[config.mk]
export PLATFORM = sky130hd
export DESIGN_NAME = multi_alarm_clock
export DESIGN_NICKNAME = d
export VERILOG_FILES = /design/src/rtl/multi_alarm_clock.sv
export SDC_FILE = /design/constraint.sdc
export NUM_CORES = 1
export LEC_CHECK = 0
export CORE_MARGIN = 2
export CORE_UTILIZATION = 36
export CTS_BUF_LIST = sky130_fd_sc_hd__clkbuf_16
export DETAILED_ROUTE_END_ITERATION = 6
export SKIP_LAST_GASP = 1
export SLEW_MARGIN = 0
export SYNTH_ARGS = -nofsm -noshare
export SYNTH_HDL_FRONTEND = slang
export SYNTH_SLANG_ARGS = --single-unit
export TNS_END_PERCENT = 20
[constraint.sdc]
create_clock -name clk -period 8.6 [get_ports clk]
set_clock_uncertainty 0.05 [all_clocks]
set_input_delay 1.72 -clock clk [delete_from_list [all_inputs] [get_ports clk]]
set_output_delay 1.72 -clock clk [all_outputs]
set_load 0.01 [all_outputs]
[src/rtl/multi_alarm_clock.sv]
// multi_alarm_clock
//   24-hour clock for a six-digit 7-segment display. It provides time keeping,
//   time set, NUM_ALARMS independent alarms and a 1/100 s stopwatch. Everything
//   runs in the single clk domain. The stopwatch runs regardless of mode.
//
// Ports
//   clk, rst        system clock, asynchronous active-high reset
//   mode[1:0]       0 normal, 1 set time, 2 set alarm, 3 stopwatch
//   field_sel[1:0]  0 sec, 1 min, 2 hour, 3 = increments ignored
//   alarm_sel[2:0]  alarm slot to edit/show (>= NUM_ALARMS: ignored, blank)
//   inc_btn         raw button level, one increment per rising edge
//   alarm_en        per-slot alarm enable
//   alarm_ack       clears every lit alarm LED
//   sw_run          stopwatch runs while high
//   sw_clear        stopwatch clear (priority over run)
//   hex0..hex5      registered active-low segments, bit0 = a, hex0 rightmost
//   led             alarm indicators
//
// Build option
//   MULTI_ALARM_CLOCK_BLINK_EN: in modes 1 and 2 the selected field blanks
//   during the second half of every second period.

module multi_alarm_clock #(
    parameter int CLK_HZ     = 50000000,
    parameter int NUM_ALARMS = 4,
    parameter int ALARM_LEN  = 30
) (
    input  logic                  clk,
    input  logic                  rst,
    input  logic [1:0]            mode,
    input  logic [1:0]            field_sel,
    input  logic [2:0]            alarm_sel,
    input  logic                  inc_btn,
    input  logic [NUM_ALARMS-1:0] alarm_en,
    input  logic                  alarm_ack,
    input  logic                  sw_run,
    input  logic                  sw_clear,
    output logic [6:0]            hex0,
    output logic [6:0]            hex1,
    output logic [6:0]            hex2,
    output logic [6:0]            hex3,
    output logic [6:0]            hex4,
    output logic [6:0]            hex5,
    output logic [NUM_ALARMS-1:0] led
);

    localparam int CS_DIV = CLK_HZ / 100;
    localparam int DIV_W  = $clog2(CLK_HZ + 1);
    localparam int CS_W   = $clog2(CS_DIV + 1);
    localparam logic [DIV_W-1:0] SEC_LAST   = DIV_W'(CLK_HZ - 1);
    localparam logic [CS_W-1:0]  CS_LAST    = CS_W'(CS_DIV - 1);
    localparam logic [7:0]       ALARM_INIT = 8'(ALARM_LEN);

    function automatic logic [5:0] inc60(input logic [5:0] v);
        return (v == 6'd59) ? 6'd0 : v + 6'd1;
    endfunction

    function automatic logic [4:0] inc24(input logic [4:0] v);
        return (v == 5'd23) ? 5'd0 : v + 5'd1;
    endfunction

    // Two BCD digits {tens, ones} of a value 0..99.
    function automatic logic [7:0] bcd2(input logic [6:0] v);
        logic [6:0] t;
        logic [6:0] o;
        t = v / 7'd10;
        o = v % 7'd10;
        return {t[3:0], o[3:0]};
    endfunction

    // Any code above 9 shows a blank digit.
    function automatic logic [6:0] seg7(input logic [3:0] d);
        case (d)
            4'd0:    return 7'h40;
            4'd1:    return 7'h79;
            4'd2:    return 7'h24;
            4'd3:    return 7'h30;
            4'd4:    return 7'h19;
            4'd5:    return 7'h12;
            4'd6:    return 7'h02;
            4'd7:    return 7'h78;
            4'd8:    return 7'h00;
            4'd9:    return 7'h10;
            default: return 7'h7F;
        endcase
    endfunction

    logic             btn_s1_q, btn_s2_q, btn_s3_q;
    logic             inc_pulse;
    logic [DIV_W-1:0] sec_div_q, sec_div_d;
    logic             sec_tick, advance;
    logic [5:0]       t_sec_q, t_sec_d, t_min_q, t_min_d;
    logic [4:0]       t_hour_q, t_hour_d;
    logic [5:0]       a_sec_q  [NUM_ALARMS];
    logic [5:0]       a_sec_d  [NUM_ALARMS];
    logic [5:0]       a_min_q  [NUM_ALARMS];
    logic [5:0]       a_min_d  [NUM_ALARMS];
    logic [4:0]       a_hour_q [NUM_ALARMS];
    logic [4:0]       a_hour_d [NUM_ALARMS];
    logic [7:0]       cnt_q    [NUM_ALARMS];
    logic [7:0]       cnt_d    [NUM_ALARMS];
    logic [NUM_ALARMS-1:0] led_q, led_d, hit;
    logic [CS_W-1:0]  sw_div_q, sw_div_d;
    logic             sw_tick;
    logic [6:0]       sw_cs_q, sw_cs_d;
    logic [5:0]       sw_sec_q, sw_sec_d, sw_min_q, sw_min_d;
    logic [23:0]      dig;
    logic [6:0]       hex_q [6];
    logic [6:0]       hex_d [6];
`ifdef MULTI_ALARM_CLOCK_BLINK_EN
    localparam logic [DIV_W-1:0] BLINK_HALF = DIV_W'(CLK_HZ / 2);
    logic [DIV_W-1:0] blink_q, blink_d;
    always_comb blink_d = (blink_q == SEC_LAST) ? '0 : blink_q + 1'b1;
`endif

    // Button: 2-flop synchroniser then rising-edge detect on the synced level.
    assign inc_pulse = btn_s2_q & ~btn_s3_q;

    // Time keeping and time set. The divider is held at 0 in set-time mode so
    // the first second after leaving it is a full one.
    always_comb begin
        sec_tick  = (sec_div_q == SEC_LAST);
        advance   = sec_tick && (mode != 2'd1);
        sec_div_d = (mode == 2'd1 || sec_tick) ? '0 : sec_div_q + 1'b1;
        t_sec_d   = t_sec_q;
        t_min_d   = t_min_q;
        t_hour_d  = t_hour_q;
        if (advance) begin
            t_sec_d = inc60(t_sec_q);
            if (t_sec_q == 6'd59) begin
                t_min_d = inc60(t_min_q);
                if (t_min_q == 6'd59) t_hour_d = inc24(t_hour_q);
            end
        end else if (mode == 2'd1 && inc_pulse) begin
            case (field_sel)
                2'd0:    t_sec_d  = inc60(t_sec_q);
                2'd1:    t_min_d  = inc60(t_min_q);
                2'd2:    t_hour_d = inc24(t_hour_q);
                default: ;
            endcase
        end
    end

    // Alarm edit, hit detection and LED hold-off. A hit compares against the
    // time value being loaded this cycle; a hit outranks a simultaneous ack.
    always_comb begin
        hit = '0;
        for (int i = 0; i < NUM_ALARMS; i++) begin
            a_sec_d[i]  = a_sec_q[i];
            a_min_d[i]  = a_min_q[i];
            a_hour_d[i] = a_hour_q[i];
            cnt_d[i]    = cnt_q[i];
            led_d[i]    = led_q[i];
            if (mode == 2'd2 && inc_pulse && alarm_sel == 3'(i)) begin
                case (field_sel)
                    2'd0:    a_sec_d[i]  = inc60(a_sec_q[i]);
                    2'd1:    a_min_d[i]  = inc60(a_min_q[i]);
                    2'd2:    a_hour_d[i] = inc24(a_hour_q[i]);
                    default: ;
                endcase
            end
            hit[i] = advance && alarm_en[i] && (t_sec_d == a_sec_q[i]) &&
                     (t_min_d == a_min_q[i]) && (t_hour_d == a_hour_q[i]);
            if (hit[i]) begin
                led_d[i] = 1'b1;
                cnt_d[i] = ALARM_INIT;
            end else if (alarm_ack) begin
                led_d[i] = 1'b0;
                cnt_d[i] = 8'd0;
            end else if (sec_tick && cnt_q[i] != 8'd0) begin
                cnt_d[i] = cnt_q[i] - 8'd1;
                if (cnt_q[i] == 8'd1) led_d[i] = 1'b0;
            end
        end
    end

    // Stopwatch. The divider only counts while running, so a resume continues
    // mid-interval; clear beats both run and a same-cycle tick.
    always_comb begin
        sw_tick  = sw_run && (sw_div_q == CS_LAST);
        sw_div_d = sw_div_q;
        sw_cs_d  = sw_cs_q;
        sw_sec_d = sw_sec_q;
        sw_min_d = sw_min_q;
        if (sw_clear) begin
            sw_div_d = '0;
            sw_cs_d  = '0;
            sw_sec_d = '0;
            sw_min_d = '0;
        end else if (sw_run) begin
            sw_div_d = sw_tick ? '0 : sw_div_q + 1'b1;
            if (sw_tick) begin
                sw_cs_d = (sw_cs_q == 7'd99) ? 7'd0 : sw_cs_q + 7'd1;
                if (sw_cs_q == 7'd99) begin
                    sw_sec_d = inc60(sw_sec_q);
                    if (sw_sec_q == 6'd59) sw_min_d = inc60(sw_min_q);
                end
            end
        end
    end

    // Display digit selection; dig[23:20] is hex5.
    always_comb begin
        case (mode)
            2'd3: dig = {bcd2(7'(sw_min_q)), bcd2(7'(sw_sec_q)), bcd2(sw_cs_q)};
            2'd2: begin
                dig = 24'hFFFFFF;
                for (int i = 0; i < NUM_ALARMS; i++) begin
                    if (alarm_sel == 3'(i))
                        dig = {bcd2(7'(a_hour_q[i])), bcd2(7'(a_min_q[i])), bcd2(7'(a_sec_q[i]))};
                end
            end
            default: dig = {bcd2(7'(t_hour_q)), bcd2(7'(t_min_q)), bcd2(7'(t_sec_q))};
        endcase
`ifdef MULTI_ALARM_CLOCK_BLINK_EN
        if ((mode == 2'd1 || mode == 2'd2) && blink_q >= BLINK_HALF) begin
            case (field_sel)
                2'd0:    dig[7:0]   = 8'hFF;
                2'd1:    dig[15:8]  = 8'hFF;
                2'd2:    dig[23:16] = 8'hFF;
                default: ;
            endcase
        end
`endif
        for (int k = 0; k < 6; k++) hex_d[k] = seg7(dig[4*k +: 4]);
    end

    always_ff @(posedge clk or posedge rst) begin
        if (rst) begin
            btn_s1_q  <= 1'b0;
            btn_s2_q  <= 1'b0;
            btn_s3_q  <= 1'b0;
            sec_div_q <= '0;
            t_sec_q   <= '0;
            t_min_q   <= '0;
            t_hour_q  <= '0;
            led_q     <= '0;
            sw_div_q  <= '0;
            sw_cs_q   <= '0;
            sw_sec_q  <= '0;
            sw_min_q  <= '0;
            for (int i = 0; i < NUM_ALARMS; i++) begin
                a_sec_q[i]  <= '0;
                a_min_q[i]  <= '0;
                a_hour_q[i] <= '0;
                cnt_q[i]    <= '0;
            end
            for (int k = 0; k < 6; k++) hex_q[k] <= 7'h40;
`ifdef MULTI_ALARM_CLOCK_BLINK_EN
            blink_q <= '0;
`endif
        end else begin
            btn_s1_q  <= inc_btn;
            btn_s2_q  <= btn_s1_q;
            btn_s3_q  <= btn_s2_q;
            sec_div_q <= sec_div_d;
            t_sec_q   <= t_sec_d;
            t_min_q   <= t_min_d;
            t_hour_q  <= t_hour_d;
            led_q     <= led_d;
            sw_div_q  <= sw_div_d;
            sw_cs_q   <= sw_cs_d;
            sw_sec_q  <= sw_sec_d;
            sw_min_q  <= sw_min_d;
            for (int i = 0; i < NUM_ALARMS; i++) begin
                a_sec_q[i]  <= a_sec_d[i];
                a_min_q[i]  <= a_min_d[i];
                a_hour_q[i] <= a_hour_d[i];
                cnt_q[i]    <= cnt_d[i];
            end
            for (int k = 0; k < 6; k++) hex_q[k] <= hex_d[k];
`ifdef MULTI_ALARM_CLOCK_BLINK_EN
            blink_q <= blink_d;
`endif
        end
    end

    assign hex0 = hex_q[0];
    assign hex1 = hex_q[1];
    assign hex2 = hex_q[2];
    assign hex3 = hex_q[3];
    assign hex4 = hex_q[4];
    assign hex5 = hex_q[5];
    assign led  = led_q;

endmodule

==> flow_summary.toml <==
[timing]
setup_violations = 0
fmax_mhz = 159
hold_viol_final = 0
fin_crit_sh = 0.731
worst_slew_pin_slew_ps = 1130
rsz0062_at_grt = "no"
fin_crit_ps = 6290
tns_ps = 0
maxSlewHeadroom = 0.244
slew_viol_final = 0

[power_and_ir_drop]
p_clk_frac = 0.373
vdd_drop_max_uv = 152
p_seq_frac = 0.410
p_leak_nw = 8.20
p_int_mw = 2.11
power_density_nw_per_um2 = 156
switching_power_mw = 0.933
p_comb_frac = 0.217
p_sw_frac = 0.307

[floorplanning]
die_area_sq_um = 50900
die_w_microns = 226
ioPinCount = 63
rows = 81
chipHeight_microns = 226
core-area_sq_um = 48600
start_util = 0.363

[outcome]
status = "completed"

[synth]
synth_edf_count = 0
ys_seq_area_frac = 0.326
synth_cells = 2081
async_flop_share = 1.00
synth_cell_types = 99
syn-num-nets = 2207
synth_area_per_cell_sq_um = 8.49
netlist.area_leader.share = 0.317
synthTopCellsByArea = "dfrtp_1 (32%), ha_1 (7.7%), xnor2_1 (6.6%)"
yosysTopAreaCell = "dfrtp_1"
ys_ff_latch = 230
synth_ff_type = "dfrtp_1"
syn_area_sq_um = 17700
ys.warnings.count = 0

[placed_design]
place_inst = 2666
port_buffers = 62
gp_congestion = 0.907
hpwl_mm = 36.3

[clock_tree]
ctsResizeCount = 0
cts.path.max_buffers = 3
cts_buffers = 27
clock-sinks = 230
clk_pin_slew_ps = 60
tritoncts = "yes"
htreeDepth = 1
post_cts.repair.setup_buffers = 0
clkLatencyLatePin_ps = 570
hold_buffers = 0
cts_root_buf = "clkbuf_16"

[drt]
wl_per_cell_microns = 17.9
detail-route-antenna-nets = 0
drc = 0
wl_mm = 48.7
dr.pass1.iters = 5
vias = 15200
vias_per_cell = 5.60
drt_iter0_markers = 1282

[setup_path]
crit_chain = "clkdlybuf4s50_1 -> buf_4 -> and2_1 -> nor2_1 -> a31oi_1 -> inv_1 -> ha_1 -> o21ai_0 -> a211oi_1 -> nor3_1 -> xnor2_1 -> ha_1 -> nor2_1 -> mux2i_1 -> a31oi_1 -> and2_1 -> o21ai_0 -> o21a_1"
r2r_slack_ps = 3720
critPathSlowestCell = "and2_1"
worstSetupPathType = "input pin to flop"
worstReg2RegStart = "a_sec_q[11]$_DFFE_PP0P_"
reg2regPathDepth = 17
cp_data_arrival_time_ps = 6690
endpoint_kind = "flop"
required_ps = 9000
cp_max_fo = 30
r2r-end = "hex0[1]$_DFF_PP0_"
startpoint_type = "input pin"
max_stage_delay_ps = 690

[global_route]
grt_pass1_wl_mm = 79.0
grt_pass1_vias = 14900
track_usage = 0.193
antenna_found_initial = 1
grt_max_degree = 108
overflow = 0

[finish]
fill_cells = 4877
multiInputGateArea_sq_um = 11000
layoutNonFillerInstCount = 2716
diodes = 0
seq_area_sq_um = 5760
final_cell_mix = "dfrtp_1 (224), nand2_1 (189), nor2_1 (188), o21ai_0 (156), xnor2_1 (133)"
final_common_cell = "dfrtp_1"
drive_above_1_share = 0.0573
nets = 2199
syn_to_final_growth_pct = 10.3

[min_path]
whs_path_depth = 0
holdPathEnd = "btn_s2_q$_DFF_PP0_"
holdCritStartpoint = "btn_s1_q$_DFF_PP0_"
hold_path_class = "flop to flop"

[run]
drv_cap = 0
-- stage by stage --
| step | utilization | setup slack [ps] | power (mW) | area, sq um | hold slack (ps) |
|---|---|---|---|---|---|
| detailed placement | 0.383 | 1880 | 1.92 | 18600 | 296 |
| finish | 0.401 | 2310 | 3.04 | 19500 | 302 |
| CTS | 0.401 | 2450 | 3.08 | 19500 | 307 |
| global route | 0.401 | 1920 | 3.20 | 19500 | 311 |
| global placement | 0.383 | 2140 | 1.91 | 18600 | 288 |
| floorplan | - | 535 | 1.67 | 17700 | 281 |
-- power groups by stage --
stage / Combinational (mW) / Clock [mW] / Sequential (mW)
2_1_floorplan: 0.407 / 0 / 1.26
3_3_place_gp: 0.644 / 0 / 1.27
3_5_place_dp: 0.657 / 0 / 1.27
4_1_cts: 0.661 / 1.17 / 1.25
5_1_grt: 0.733 / 1.21 / 1.26
6_report: 0.660 / 1.14 / 1.25
-- Yosys cell counts (all sizes together), types with 8 or more instances --
cell     number
mux2         11
o21a          9
and3b        18
clkbuf       79
a211oi       23
or2          15
o21ai       160
inv         105
and2          9
a21oi        70
nand3       100
buf          29
a31oi        22
a21boi       10
nand4        26
a21o         14
nor3b         9
xor2         67
nor2        188
and4         12
a22oi         9
nor2b        51
nand3b       13
dfrtp       224
nand2b       42
xnor2       133
or3          13
o31ai        18
mux2i        36
and3         27
ha          109
nand2       189
a311oi        9
a2111oi      12
nor3         39
or4           8
o211ai       15
o22ai        15
nor4         15
-- critical path, delay by kind of cell --
family	cells	cell delay, ps
buffers and inverters	3	880
AO/OA/AOI/OAI	6	1550
adder cells (fa/ha/maj)	2	460
AND/OR/NAND/NOR	5	1720
multiplexers	1	80
XOR/XNOR	1	260
-- flip-flops by register name, indices dropped and copies added, names as in the netlist --
signal	cells
led	4
hex3	7
a_sec_q	24
hex2	7
hex1	7
btn_s3_q	1
hex5	7
a_hour_q	20
cnt_q	32
sw_cs_q	7
t_hour_q	5
sw_min_q	6
hex4	7
a_min_q	24
t_sec_q	6
btn_s1_q	1
sec_div_q	26
t_min_q	6
btn_s2_q	1
sw_sec_q	6
sw_div_q	19
hex0	7
-- cell type report --
| class | instances | share of cell area |
|---|---|---|
| Timing Repair Buffer | 74 | 0.0365 |
| Clock buffer | 27 | 0.0347 |
| Sequential cell | 230 | 0.296 |
| Inverter | 107 | 0.0210 |
| Tap cell | 622 | 0.0399 |
| Multi-Input combinational cell | 1633 | 0.563 |
| Clock inverter | 23 | 0.00918 |
-- logic make-up (layout without fill, tap and decap cells) --
| kind of cell | count (synthesis) | in the layout | synth area share |
|---|---|---|---|
| muxes | 53 | 53 | 0.0358 |
| buffers and inverters | 218 | 231 | 0.0525 |
| xor gates and xnor gates | 200 | 200 | 0.0991 |
| and+or+nand+nor | 802 | 802 | 0.235 |
| adders and majority gates | 115 | 115 | 0.0806 |
| AOI/OAI and AO/OA | 463 | 463 | 0.171 |
| DFF | 230 | 230 | 0.326 |
-- routing by layer --
layer	GRT usage	share of wire	wire length, microns	vias to the layer above
li1	-	-	-	7335
met1	0.257	0.44	21500	7310
met2	0.316	0.46	22300	472
met3	0.0343	0.067	3270	86
met4	0.0647	0.034	1630	0
met5	0	0	0	-
-- worst max path at each step --
stage | start | to | slack, ps | cells after the start
after global placement | mode[0] | hex2[3]$_DFF_PP0_ | 2140 | 18
after CTS | mode[1] | hex2[3]$_DFF_PP0_ | 2450 | 18
after global routing | mode[1] | hex2[3]$_DFF_PP0_ | 1920 | 18
after detailed placement | mode[0] | hex2[0]$_DFF_PP0_ | 1880 | 18
final | mode[0] | hex2[3]$_DFF_PP0_ | 2310 | 18
after floorplan | rst | a_hour_q[0]$_DFFE_PP0P_ | 540 | 1
No activity file was read; power rests on OpenSTA's default activity.
